$ cat config.mk
export PLATFORM = sky130hd
export DESIGN_NAME = fir_coef_sequencer
export DESIGN_NICKNAME = d
export VERILOG_FILES = /design/src/rtl/fir_coef_sequencer.sv
export SDC_FILE = /design/constraint.sdc
export NUM_CORES = 1
export LEC_CHECK = 0
export ABC_AREA = 1
export ABC_CLOCK_PERIOD_IN_PS = 1610
export BUFFER_PORTS_ARGS = -buffer_cell sky130_fd_sc_hd__clkbuf_2
export CORE_MARGIN = 8
export CORE_UTILIZATION = 30
export DETAILED_ROUTE_END_ITERATION = 12
export PLACE_DENSITY = 0.58
export SYNTH_ARGS = -nofsm -noshare
export SYNTH_HDL_FRONTEND = slang
export SYNTH_SLANG_ARGS = --single-unit
$ cat constraint.sdc
create_clock -name i_clk -period 1.61 [get_ports i_clk]
set_input_delay 0.0805 -clock i_clk [delete_from_list [all_inputs] [get_ports i_clk]]
set_output_delay 0.0805 -clock i_clk [all_outputs]
set_load 0.03 [all_outputs]
$ cat src/rtl/fir_coef_sequencer.sv
// Sequences a tapped-delay-line FIR: forwards samples while running, streams a
// full coefficient set into the tap RAM on request, then flushes the delay line.
module fir_coef_sequencer #(
  parameter int ORDER          = 50,
  parameter int DATA_IN_WIDTH  = 16,
  parameter int TAP_DATA_WIDTH = 16,
  parameter int TAP_ADDR_WIDTH = 6
) (
  input  logic                      i_clk,
  input  logic                      i_rst_n,
  input  logic                      i_run,
  input  logic                      i_load_req,
  input  logic                      i_coef_valid,
  input  logic [TAP_DATA_WIDTH-1:0] i_coef_data,
  output logic                      o_coef_ready,
  input  logic                      i_smp_valid,
  input  logic [DATA_IN_WIDTH-1:0]  i_smp_data,
  output logic                      o_smp_ready,
  output logic                      o_fir_en,
  output logic [DATA_IN_WIDTH-1:0]  o_fir_data_in,
  output logic                      o_tap_wr_en,
  output logic [TAP_ADDR_WIDTH-1:0] o_tap_wr_addr,
  output logic [TAP_DATA_WIDTH-1:0] o_tap_wr_data,
  output logic                      o_out_valid,
  output logic                      o_busy
);

  localparam int FLUSH_W = $clog2(ORDER + 3);
  localparam logic [TAP_ADDR_WIDTH-1:0] TAP_LAST   = TAP_ADDR_WIDTH'(ORDER);
  localparam logic [FLUSH_W-1:0]        FLUSH_LAST = FLUSH_W'(ORDER + 2);

  typedef enum logic [1:0] {
    IDLE  = 2'd0,
    RUN   = 2'd1,
    LOAD  = 2'd2,
    FLUSH = 2'd3
  } state_e;

  state_e                    state_q, state_d;
  logic [TAP_ADDR_WIDTH-1:0] tapCnt_q, tapCnt_d;
  logic [FLUSH_W-1:0]        flushCnt_q, flushCnt_d;
  logic [1:0]                primeCnt_q, primeCnt_d;
  logic                      pending_q, pending_d;
  logic                      outValid_q, outValid_d;
  logic                      smpAccept;

  assign o_smp_ready   = (state_q == RUN) && i_run && !i_load_req;
  assign smpAccept     = i_smp_valid && o_smp_ready;
  assign o_coef_ready  = (state_q == LOAD);
  assign o_tap_wr_en   = i_coef_valid && o_coef_ready;
  assign o_tap_wr_addr = tapCnt_q;
  assign o_tap_wr_data = i_coef_data;
  assign o_fir_en      = smpAccept || (state_q == FLUSH);
  assign o_fir_data_in = (state_q == FLUSH) ? '0 : i_smp_data;
  assign o_busy        = (state_q == LOAD) || (state_q == FLUSH);
  assign o_out_valid   = outValid_q;

  // The filter needs three enabled edges (delay line plus two pipeline
  // registers) before its output reflects a real sample, hence saturating at 3.
  always_comb begin
    state_d    = state_q;
    tapCnt_d   = tapCnt_q;
    flushCnt_d = flushCnt_q;
    primeCnt_d = primeCnt_q;
    pending_d  = pending_q;
    outValid_d = smpAccept && (primeCnt_q >= 2'd2);
    if (smpAccept && (primeCnt_q != 2'd3)) begin
      primeCnt_d = primeCnt_q + 2'd1;
    end

    case (state_q)
      IDLE, RUN: begin
        if (i_load_req) begin
          state_d   = LOAD;
          tapCnt_d  = '0;
          pending_d = 1'b0;
        end else if (i_run) begin
          state_d = RUN;
        end else begin
          state_d = IDLE;
        end
      end
      LOAD: begin
        if (i_load_req) begin
          pending_d = 1'b1;
        end
        if (o_tap_wr_en) begin
          if (tapCnt_q == TAP_LAST) begin
            state_d    = FLUSH;
            flushCnt_d = '0;
          end else begin
            tapCnt_d = tapCnt_q + TAP_ADDR_WIDTH'(1);
          end
        end
      end
      FLUSH: begin
        if (i_load_req) begin
          pending_d = 1'b1;
        end
        // A request landing on the very last flush cycle still counts as pending.
        if (flushCnt_q == FLUSH_LAST) begin
          flushCnt_d = '0;
          primeCnt_d = '0;
          if (pending_q || i_load_req) begin
            state_d   = LOAD;
            tapCnt_d  = '0;
            pending_d = 1'b0;
          end else if (i_run) begin
            state_d = RUN;
          end else begin
            state_d = IDLE;
          end
        end else begin
          flushCnt_d = flushCnt_q + FLUSH_W'(1);
        end
      end
      default: state_d = IDLE;
    endcase
  end

  always_ff @(posedge i_clk or negedge i_rst_n) begin
    if (!i_rst_n) begin
      state_q    <= IDLE;
      tapCnt_q   <= '0;
      flushCnt_q <= '0;
      primeCnt_q <= '0;
      pending_q  <= 1'b0;
      outValid_q <= 1'b0;
    end else begin
      state_q    <= state_d;
      tapCnt_q   <= tapCnt_d;
      flushCnt_q <= flushCnt_d;
      primeCnt_q <= primeCnt_d;
      pending_q  <= pending_d;
      outValid_q <= outValid_d;
    end
  end

endmodule

**After elaboration in Yosys (flattened, before gate mapping)**

Index checks and enable logic that the tools add are counted.

- Flip-flop bits (word level): 18
- Input port bits: 38
- Output and inout port bits: 44
- Word-level logic and storage cells: 64

- Add/subtract/negate cells: 3
- $lt $le $gt $ge: 1
- Equality and inequality tests: 12
- Muxes and demuxes: 26
- Reduce and logical (&&, ||, !) cells: 16

Operator list:

| operator | number |
|---|---|
| 6-bit 2-to-1 mux | 8 |
| 6-bit one-hot mux with 3 select lines | 1 |
| 16-bit 2-to-1 mux | 1 |
| 2-bit 2-to-1 mux | 8 |
| 6-bit by 1-bit adder with 6-bit output, second input constant | 2 |
| 6-bit equality test, second input constant | 2 |
| 6-bit one-hot mux with 2 select lines | 1 |
| 2-bit by 1-bit != test with 1-bit output, second input constant | 4 |
| 1-bit logical AND | 6 |
| 2-bit != test, second input constant | 3 |
| 2-bit one-hot mux with 3 select lines | 1 |
| 3-bit AND reduction | 2 |
| 1-bit 2-to-1 mux | 5 |
| 5-bit AND reduction | 1 |
| 2-bit equality test, second input constant | 2 |
| 1-bit logical OR | 3 |
| 1-bit one-hot mux with 3 select lines | 1 |
| 2-bit by 1-bit adder with 2-bit output, second input constant | 1 |
| 2-bit by 1-bit equality test with 1-bit output, second input constant | 1 |
| 2-bit >= comparator, second input constant | 1 |
| 2-bit zero test | 1 |
| 2-bit nonzero test | 1 |
| 2-bit OR reduction | 1 |
| 1-bit zero test | 1 |

**Depth between registers and ports, before layout**

Gate-level depths: netlist of the first run.

- Depth after elaboration: 8
- Gate-level depth with buffers: 10
- Gate-level depth less buffers: 10

**Worst setup path after synthesis of the first run**

Ideal clock, no wire load.

- Path type: reg2out
- Start: register state_q[1]
- End: output port o_fir_data_in[10]
- Arrival: 1.371 ns
- Required time: 1.529 ns
- Slack: 0.159 ns
- Stages on the path, launching flop included: 7
- Buffers on the path: 3
- Cells stage by stage: dfrtp_1 -> buf_4 -> nand2_2 -> inv_2 -> buf_4 -> buf_4 -> nor2_1

- Longest elaborated chain between the ends: 2

Ends and longest elaborated chain:

| element | RTL line | text |
|---|---|---|
| from (decl) | 39 | `state_e state_q, state_d;` |
| from (signal assigned) | 130 | `state_q <= state_d;` |
| 2-bit equality test | 54 | `assign o_fir_data_in = (state_q == FLUSH) ? '0 : i_smp_data;` |
| 16-bit 2-to-1 mux | 54 |  |
| to (decl) | 20 | `output logic [DATA_IN_WIDTH-1:0] o_fir_data_in,` |

Every way passes these cells.

**Worst setup path after layout of the first run**

- Start: register state_q[1]
- End: output port o_fir_data_in[5]

Same word-level chain as after synthesis.

==> impl_metrics.ini, run 1 <==
[finish]
final_layout_size_suffix_gt1_frac = 0.3374
leading_cell_type_in_the_layout_fill_and_taps_excluded = sky130_fd_sc_hd__nand2_1
fillers = 512
insertedDiodeCount = 0
area_taken_by_multi_input_logic_gates_um2 = 699.4
final_nets = 291
final_cell_mix = sky130_fd_sc_hd__nand2_1 (51), sky130_fd_sc_hd__clkbuf_2 (44), sky130_fd_sc_hd__nor2_1 (35)
ff_latch_area_um2 = 452.9
area_growth_syn_to_layout_pct = 21.20

[critical_path]
critPathMaxFanout = 16
r2r_slack_ns = 0.18
worstSetupEndpointType = output pin
reg2reg_from = o_tap_wr_addr[1]$_DFFE_PN0P_
rr_endpoint = flushCnt_q[0]$_DFFE_PN0P_
critPathKind = reg2out
crit_arrival_ns = 1.44
critical_path.startpoint_type = register
worstRegToRegCells = 8
worst-endpoint-required_ns = 1.53

[pwr]
p_total_mw = 0.8793
vdd_ir_drop_max_v = 0.0002847
static-leakage-power_nw = 0.9833
powerDensity_nw_per_um2 = 510.0

[worst_hold_path]
holdPathEnd = o_out_valid$_DFF_PN0_
min-delay-path-class = in2reg
hold_path_startpoint = i_smp_valid
worstHoldPathCells = 3

[grt]
grt.total_usage = 0.09699
grt_pass1_vias = 1225
grt_max_degree = 19
gr-total-overflow = 0
grt_antenna_before_repair = 0
grt_pass1_wl_mm = 5.589

[clocking]
cts_root_buf = sky130_fd_sc_hd__clkbuf_8
cts_max_path_buffers = 2
clock_pin_slew_of_the_registers_on_the_worst_case_setup_and_hold_paths_ns = 0.07
clock_sink_count = 18
numCtsBuffers = 3
tritoncts = yes
cts_max_level = 1
insertion_delay_ns = 0.26

[drt]
drt_pre_antenna_iters = 4
postRouteAntennaNets = 0
wl_mm = 3.379
dr_total_vias = 1311
initial_drt_markers = 51
routed_vias_inst = 4.370
remaining_drc_errors = 0
mean_routed_wirelength_per_cell_um = 11.26

[timing]
number_of_failing_hold_endpoints_at_the_final_stage = 0
fin_skew_ns = 0.001425
post-route-min-period_ns = 1.518
setup_viol = 0
fin_crit_sh = 0.9426
timing_worst_slew_pin_value_ns = 0.4833
tns_ns = 0
final-max-slew-violation-count = 0
timing.max_slew.rel_slack = 0.6778
fmax_ghz = 0.6590
grt_setup_unrepaired = no

[floorplan]
die_height_um = 84.86
coreArea_um2 = 4661
floorplan.io_pins = 82
dieArea_um2 = 7201
floorplan.die.width_um = 84.86
placement_rows = 25
starting_density = 0.3052

[yosys]
netlist_area_before_placement_um2 = 1423
yosysUniqueCellTypes = 23
syn-num-nets = 250
sequential_to_total_area_share_from_yosys_stat = 0.3166
synth_cells = 206
ys_seq_elements = 18
ys.warnings.count = 0
avgSynthCellArea_um2 = 6.906

[status]
outcome = finished, final reports clean

[placement]
hpwl_mm = 2.695
port-buffer-count = 49
place_congestion = 0.7761

[run]
max_cap_viol_count = 0
[flip-flops by register name (all words and copies together) (netlist names)]
signal / cells
flushCnt_q: 6
o_out_valid: 1
o_tap_wr_addr: 6
pending_q: 1
primeCnt_q: 2
state_q: 2
[power breakdown]
| part | switching [mW] | internal, mW | total (mW) |
|---|---|---|---|
| Combinational | 0.0271 | 0.0232 | 0.0503 |
| Sequential | 0.0000000000000000604 | 0.452 | 0.452 |
| Clock | 0.160 | 0.218 | 0.377 |
| Total | 0.187 | 0.693 | 0.879 |
[cell families after synthesis]
family | Yosys count | share of synthesized area
and+or+nand+nor | 113 | 0.3676
buffers and inverters | 55 | 0.1952
DFF | 18 | 0.3166
AOI/OAI and AO/OA | 10 | 0.04310
adders and majority gates | 6 | 0.05277
xor gates and xnor gates | 4 | 0.02463
[how the worst max path moves through the flow]
stage	startpoint	to	slack [ns]	cells past startpoint
CTS	state_q[1]$_DFFE_PN0P_	o_fir_data_in[4]	0.03	5
global route	state_q[1]$_DFFE_PN0P_	o_fir_en	0.003	5
floorplan	state_q[1]$_DFFE_PN0P_	o_fir_data_in[10]	0.16	6
finish	state_q[1]$_DFFE_PN0P_	o_fir_data_in[5]	0.09	5
detailed placement	state_q[1]$_DFFE_PN0P_	o_fir_data_in[1]	0.21	5
global placement	state_q[1]$_DFFE_PN0P_	o_fir_data_in[7]	0.21	5
[area by class of cell]
cell class,instances,share of cell area
multi-input cells,133,0.4057
flip-flops and latches,18,0.2627
repair buffers,56,0.1843
inverters,35,0.07620
well taps,54,0.03919
clock buffers,4,0.03193
[per-stage QoR]
stage	utilization	setup slack [ns]	instances	instance area, um2	hold slack, ns
global placement	0.3490	0.2100	294	1627	0.06917
floorplan	-	0.1585	206	1423	-0.2151
detailed placement	0.3490	0.2100	294	1627	0.06611
finish	0.3699	0.09245	300	1724	0.06610
CTS	0.3632	0.02895	299	1693	0.06480
global route	0.3699	0.003383	300	1724	0.09224
[cell usage after synthesis]
cell                        n  share of area
sky130_fd_sc_hd__nand4_1    1         0.0044
sky130_fd_sc_hd__nor2_4     4          0.032
sky130_fd_sc_hd__nor2_1    35          0.092
sky130_fd_sc_hd__nand2_2    4          0.018
sky130_fd_sc_hd__nor2_2     1         0.0044
sky130_fd_sc_hd__nor3_2     1         0.0070
sky130_fd_sc_hd__nand3_1    9          0.032
sky130_fd_sc_hd__o21ai_4    1          0.011
sky130_fd_sc_hd__buf_4     19           0.10
sky130_fd_sc_hd__nand3b_1   2          0.011
sky130_fd_sc_hd__o21ai_1    5          0.018
sky130_fd_sc_hd__nand2_4    1         0.0079
sky130_fd_sc_hd__a21oi_1    4          0.014
sky130_fd_sc_hd__xnor2_1    2          0.012
sky130_fd_sc_hd__nand3_2    3          0.021
sky130_fd_sc_hd__nand2_1   51           0.13
sky130_fd_sc_hd__inv_1     29          0.077
sky130_fd_sc_hd__clkbuf_1   1         0.0026
sky130_fd_sc_hd__inv_2      6          0.016
sky130_fd_sc_hd__or2_2      1         0.0044
sky130_fd_sc_hd__ha_1       6          0.053
sky130_fd_sc_hd__dfrtp_1   18           0.32
sky130_fd_sc_hd__xor2_1     2          0.012
[critical path, cell delays in order, from the launching register on]
cell and delay [ns]:
sky130_fd_sc_hd__dfrtp_2 0.47, sky130_fd_sc_hd__nand2_4 0.13, sky130_fd_sc_hd__inv_2 0.08, sky130_fd_sc_hd__buf_4 0.19, sky130_fd_sc_hd__nor2_1 0.10, sky130_fd_sc_hd__clkbuf_2 0.21
[per-layer routing]
metal  up-vias  routed length, um  global-route usage
met4         0                 68             0.04207
li1        678                  -                   -
met5         -                  0                   0
met1       568               1528              0.1076
met2        55               1378              0.1518
met3        10                404             0.05019
[timing repair]
action                     in CTS  in global routing
setup buffers                   0                  1
hold buffers                    1                  0
pin swaps                       0                  1
hold endpoints to repair       18                  0
setup endpoints to repair      16                 16
gates resized for setup         1                  9
Power figures use the tool's default switching activity.
==> run 2: changes to the inputs <==
--- a/config.mk
+++ b/config.mk
@@ -12,6 +12,7 @@
 export CORE_UTILIZATION = 30
 export DETAILED_ROUTE_END_ITERATION = 12
 export PLACE_DENSITY = 0.58
+export SETUP_SLACK_MARGIN = 0.5
 export SYNTH_ARGS = -nofsm -noshare
 export SYNTH_HDL_FRONTEND = slang
 export SYNTH_SLANG_ARGS = --single-unit
==> run 2 against run 1 <==
  * First-iteration DRC count up 9.8%
  * Non-clock buffer count up 19
  * Clock power down 2%
  * Via count up 7.0%
  * Largest cell class unchanged
==> impl_metrics.ini, run 2 (synthesis gave the netlist of run 1 again) <==
[critical_path]
worst-endpoint-required_ns = 1.53
crit_arrival_ns = 1.30
critical_path.startpoint_type = register
critPathKind = reg2out
critPathMaxFanout = 3
worstSetupEndpointType = output pin

[finish]
area_taken_by_multi_input_logic_gates_um2 = 955.9
insertedDiodeCount = 0
fillers = 433
leading_cell_type_in_the_layout_fill_and_taps_excluded = sky130_fd_sc_hd__nand2_1
area_growth_syn_to_layout_pct = 68.95
final_nets = 310
final_layout_size_suffix_gt1_frac = 0.5547
final_cell_mix = sky130_fd_sc_hd__nand2_1 (39), sky130_fd_sc_hd__clkbuf_2 (27), sky130_fd_sc_hd__inv_1 (25)
ff_latch_area_um2 = 456.7

[run]
max_cap_viol_count = 0

[grt]
grt_pass1_wl_mm = 6.568
grt_max_degree = 19
gr-total-overflow = 0
grt_pass1_vias = 1395
grt.met3_usage = 0.03282
global_route.peak_usage_layer = met2
grt.total_usage = 0.1108
grt_util_met1 = 0.1141
groute.layer.met2.usage = 0.2076
grt_antenna_before_repair = 0

[drt]
wl_mm = 4.035
mean_routed_wirelength_per_cell_um = 12.65
initial_drt_markers = 56
remaining_drc_errors = 0
dr_total_vias = 1403
drt_pre_antenna_iters = 4
postRouteAntennaNets = 0
routed_vias_inst = 4.398

[timing]
timing.max_slew.rel_slack = 0.6943
final-max-slew-violation-count = 0
post-route-min-period_ns = 1.382
number_of_failing_hold_endpoints_at_the_final_stage = 0
timing_worst_slew_pin_value_ns = 0.4586
grt_setup_unrepaired = yes
setup_viol = 0
fmax_ghz = 0.7236
fin_crit_sh = 0.8583
tns_ns = 0
fin_skew_ns = 0.001979
setup_slack_ns = 0.2281

[clocking]
numCtsBuffers = 3
clock_sink_count = 18
cts_root_buf = sky130_fd_sc_hd__clkbuf_8
insertion_delay_ns = 0.25
cts_max_path_buffers = 2
clock_pin_slew_of_the_registers_on_the_worst_case_setup_and_hold_paths_ns = 0.07
cts_max_level = 1
tritoncts = yes

[floorplan]
die_height_um = 84.86
floorplan.io_pins = 82
placement_rows = 25
dieArea_um2 = 7201
coreArea_um2 = 4661
floorplan.die.width_um = 84.86
starting_density = 0.3052

[placement]
place_congestion = 0.7254
dpl_worst_slack_ns = 0.1777
hpwl_mm = 2.723
port-buffer-count = 49

[pwr]
power.switching_mw = 0.1905
static-leakage-power_nw = 1.182
p_int_mw = 0.6937
seq_power_share = 0.511
clock_power_share = 0.417
powerDensity_nw_per_um2 = 367.9
p_sw_frac = 0.2155
vdd_ir_drop_max_v = 0.0002664
power.share.combinational = 0.071

[worst_hold_path]
min-delay-path-class = in2out

[status]
outcome = finished, final reports clean
run 2: changes by cell type in the layout (fill, tap and decap cells not counted), moves of 3 or more:
cell,before,now
sky130_fd_sc_hd__nor2_1,35,14
sky130_fd_sc_hd__nor2_4,4,24
sky130_fd_sc_hd__buf_8,0,18
sky130_fd_sc_hd__clkbuf_2,44,27
sky130_fd_sc_hd__buf_4,5,17
sky130_fd_sc_hd__nand2_1,51,39
sky130_fd_sc_hd__nand2_2,3,12
sky130_fd_sc_hd__buf_6,0,7
sky130_fd_sc_hd__inv_1,29,25
sky130_fd_sc_hd__buf_2,3,0
sky130_fd_sc_hd__dfrtp_1,16,13
sky130_fd_sc_hd__dfrtp_2,2,5
run 2: what timing repair did:
action                                  CTS  global route
pin swaps                                15            25
setup buffers                            17             3
endpoints found under the setup margin   38            41
gates resized for setup                  71            54
cloned                                    2             0
hold buffers                              1             0
hold endpoints to repair                 18             0
run 2: path summary, 6_finish.rpt:
path	from	endpoint	slack (ns)	depth (start not counted)
max	state_q[1]$_DFFE_PN0P_	o_fir_en	0.23	5
max in group asynchronous	i_rst_n	o_tap_wr_addr[0]$_DFFE_PN0P_	0.97	2
min	i_coef_data[0]	o_tap_wr_data[0]	0.16	0
min in group asynchronous	i_rst_n	o_tap_wr_addr[4]$_DFFE_PN0P_	0.30	2
min reg2reg	primeCnt_q[0]$_DFF_PN0_	primeCnt_q[0]$_DFF_PN0_	0.49	1
max reg2reg	flushCnt_q[0]$_DFFE_PN0P_	o_tap_wr_addr[2]$_DFFE_PN0P_	0.26	8
run 2: area by class of cell:
type	instances	share of cell area
clock buffer	4	0.02290
inverter	35	0.05986
multi-input combinational	133	0.3977
sequential	18	0.1900
tap	54	0.02811
timing repair buffer	75	0.3014
run 2: routing by layer:
layer,wire length (um),up-vias
met5,0,-
met4,42,0
met3,191,4
met2,2282,20
met1,1518,663
li1,-,716
run 2: power by group through the flow:
stage	clock, mW	combinational [mW]	sequential, mW
finish	0.369	0.0631	0.452
global route	0.408	0.0704	0.451
CTS	0.383	0.0611	0.452
detailed placement	0	0.0555	0.461
global placement	0	0.0546	0.461
floorplan	0	0.0922	0.461
run 2: metrics by stage:
stage | area [um2] | utilization | power, mW | cells | hold slack, ns
2_1_floorplan | 1524 | - | 0.5529 | 206 | -0.2151
3_3_place_gp | 1718 | 0.3686 | 0.5152 | 292 | 0.05240
3_5_place_dp | 1718 | 0.3686 | 0.5161 | 292 | 0.05466
4_1_cts | 2245 | 0.4816 | 0.8961 | 316 | 0.1612
5_1_grt | 2404 | 0.5157 | 0.9301 | 319 | 0.1610
6_report | 2404 | 0.5157 | 0.8842 | 319 | 0.1610
run 2: worst max-delay path, cell delays in order, from the launching register on:
cell,delay (ns)
sky130_fd_sc_hd__dfrtp_2,0.44
sky130_fd_sc_hd__buf_6,0.13
sky130_fd_sc_hd__nor3_4,0.16
sky130_fd_sc_hd__nand2_1,0.09
sky130_fd_sc_hd__nand2_1,0.09
sky130_fd_sc_hd__buf_8,0.13
==> run 3: changes to the inputs <==
--- a/config.mk
+++ b/config.mk
@@ -10,6 +10,7 @@
 export BUFFER_PORTS_ARGS = -buffer_cell sky130_fd_sc_hd__clkbuf_2
 export CORE_MARGIN = 8
 export CORE_UTILIZATION = 30
+export CTS_BUF_LIST = sky130_fd_sc_hd__clkbuf_4
 export DETAILED_ROUTE_END_ITERATION = 12
 export PLACE_DENSITY = 0.58
 export SETUP_SLACK_MARGIN = 0.5
==> run 3 against run 2 <==
  * Clock skew is 0.0013 ns higher
  * Via count increased by 0.29%
  * Worst setup slack lost 0.071 ns
  * Non-clock buffer count grew 2
  * Clock power decreased by 36%
  * Sequential share of layout area down 0.18 points
  * Fmax shrank 4.9%
  * Register-to-register slack got worse by 0.07 ns
  * Critical endpoint unchanged
  * Highest routed layer unchanged
==> impl_metrics.ini, run 3 (synthesis gave the netlist of run 1 again) <==
[floorplan]
dieArea_um2 = 7201
coreArea_um2 = 4661
die_height_um = 84.86
floorplan.die.width_um = 84.86
placement_rows = 25
floorplan.io_pins = 82
starting_density = 0.3052

[timing]
tns_ns = 0
post-route-min-period_ns = 1.453
fmax_ghz = 0.6881
timing.max_slew.rel_slack = 0.6758
setup_viol = 0
timing_worst_slew_pin_value_ns = 0.4863
fin_skew_ns = 0.003232
grt_setup_unrepaired = yes
fin_crit_sh = 0.9027
number_of_failing_hold_endpoints_at_the_final_stage = 0
holdWs_ns = 0.1232
final-max-slew-violation-count = 0

[drt]
mean_routed_wirelength_per_cell_um = 12.63
postRouteAntennaNets = 0
initial_drt_markers = 79
wl_mm = 4.055
drt_pre_antenna_iters = 4
dr_total_vias = 1407
remaining_drc_errors = 0
routed_vias_inst = 4.383

[pwr]
power.switching_mw = 0.1877
p_int_mw = 0.5704
power.share.combinational = 0.091
p_sw_frac = 0.2476
p_total_mw = 0.7581
clock_power_share = 0.313
static-leakage-power_nw = 1.187
vdd_ir_drop_max_v = 0.0002437
seq_power_share = 0.596
powerDensity_nw_per_um2 = 311.5

[clocking]
clock_sink_count = 18
tritoncts = yes
numCtsBuffers = 3
cts_max_path_buffers = 2
clock_pin_slew_of_the_registers_on_the_worst_case_setup_and_hold_paths_ns = 0.11
cts_max_level = 1
insertion_delay_ns = 0.29
cts_root_buf = sky130_fd_sc_hd__clkbuf_4

[finish]
area_taken_by_multi_input_logic_gates_um2 = 983.4
fillers = 443
final_cell_mix = sky130_fd_sc_hd__nand2_1 (35), sky130_fd_sc_hd__clkbuf_2 (27), sky130_fd_sc_hd__inv_1 (24)
final_layout_size_suffix_gt1_frac = 0.5730
ff_latch_area_um2 = 457.9
area_growth_syn_to_layout_pct = 71.06
insertedDiodeCount = 0
final_nets = 312
leading_cell_type_in_the_layout_fill_and_taps_excluded = sky130_fd_sc_hd__nand2_1

[placement]
place_congestion = 0.7254
hpwl_mm = 2.723
port-buffer-count = 49

[status]
outcome = finished, final reports clean

[grt]
grt.total_usage = 0.1100
grt_pass1_vias = 1394
gr-total-overflow = 0
grt_pass1_wl_mm = 6.603
grt_antenna_before_repair = 0
grt_max_degree = 19

[critical_path]
crit_arrival_ns = 1.37
critPathKind = reg2out
critPathMaxFanout = 2
timing.critical_path.cells = buf_6 -> buf_6 -> nand2_4 -> nor3_4 -> nand2_2 -> nand2_2 -> buf_8
critical_path.slowest_cell = sky130_fd_sc_hd__dfrtp_2
critical_path.startpoint_type = register
worst-endpoint-required_ns = 1.53
max_stage_delay_ns = 0.41
worstSetupEndpointType = output pin

[run]
max_cap_viol_count = 0

[worst_hold_path]
min-delay-path-class = in2reg
==> run 3: cell count changes in the layout (fill, tap and decap cells not counted), sizes merged <==
cell	delta
clkinv	+1
clkbuf	-1
buf	+2
==> run 3: path summary, 6_finish.rpt <==
kind                                                     end                    start  cells after the start  slack (ns)
worst min-delay path                   o_out_valid$_DFF_PN0_              i_smp_valid                      4        0.12
worst min register to register       primeCnt_q[0]$_DFF_PN0_  primeCnt_q[0]$_DFF_PN0_                      1        0.50
max in group asynchronous       o_tap_wr_addr[1]$_DFFE_PN0P_                  i_rst_n                      2        0.99
min in group asynchronous       o_tap_wr_addr[4]$_DFFE_PN0P_                  i_rst_n                      2        0.26
worst max register to register       primeCnt_q[0]$_DFF_PN0_   state_q[0]$_DFFE_PN0P_                     10        0.19
worst max-delay path                                o_fir_en   state_q[0]$_DFFE_PN0P_                      7        0.16
==> run 3: what timing repair did <==
action | 4_1_cts | 5_1_grt
cloned | 2 | 0
pin swaps | 13 | 19
gates resized for setup | 80 | 55
setup buffers | 15 | 7
setup endpoints to repair | 40 | 41
hold buffers | 1 | 0
hold endpoints to repair | 18 | 0
==> run 3: power groups by stage <==
stage	Sequential, mW	Clock (mW)	Combinational [mW]
finish	0.452	0.237	0.0689
CTS	0.452	0.243	0.0652
global route	0.452	0.269	0.0766
global placement	0.461	0	0.0546
floorplan	0.461	0	0.0922
detailed placement	0.461	0	0.0555
==> run 3: final cells by class <==
cell class,instances,area share
inverter,35,0.05913
clock buffer,3,0.009255
multi-input combinational,133,0.4041
sequential,18,0.1882
tap,54,0.02776
clock inverter,1,0.001542
timing repair buffer,77,0.3100
==> run 3: layer usage <==
layer / wire (um) / vias up / global-route usage
met4: 34 / 0 / 0.02751
met3: 178 / 2 / 0.03282
met2: 2316 / 19 / 0.2026
li1: - / 722 / -
met5: 0 / - / 0
met1: 1526 / 664 / 0.1192
==> run 3: per-stage QoR <==
stage                     std cells  setup WS, ns  utilization  area (um2)
after CTS                       314        0.1380       0.4765        2221
after global routing            321       0.09676       0.5221        2434
after global placement          292        0.2276       0.3686        1718
after detailed placement        292        0.1777       0.3686        1718
after floorplan                 206        0.2716            -        1524
final                           321        0.1566       0.5221        2434
==> run 3: worst max-delay path, delay by kind of cell, from the launching register on <==
family | cells | cell delay (ns)
simple gates | 4 | 0.35
buf+inv | 3 | 0.32
flops | 1 | 0.41
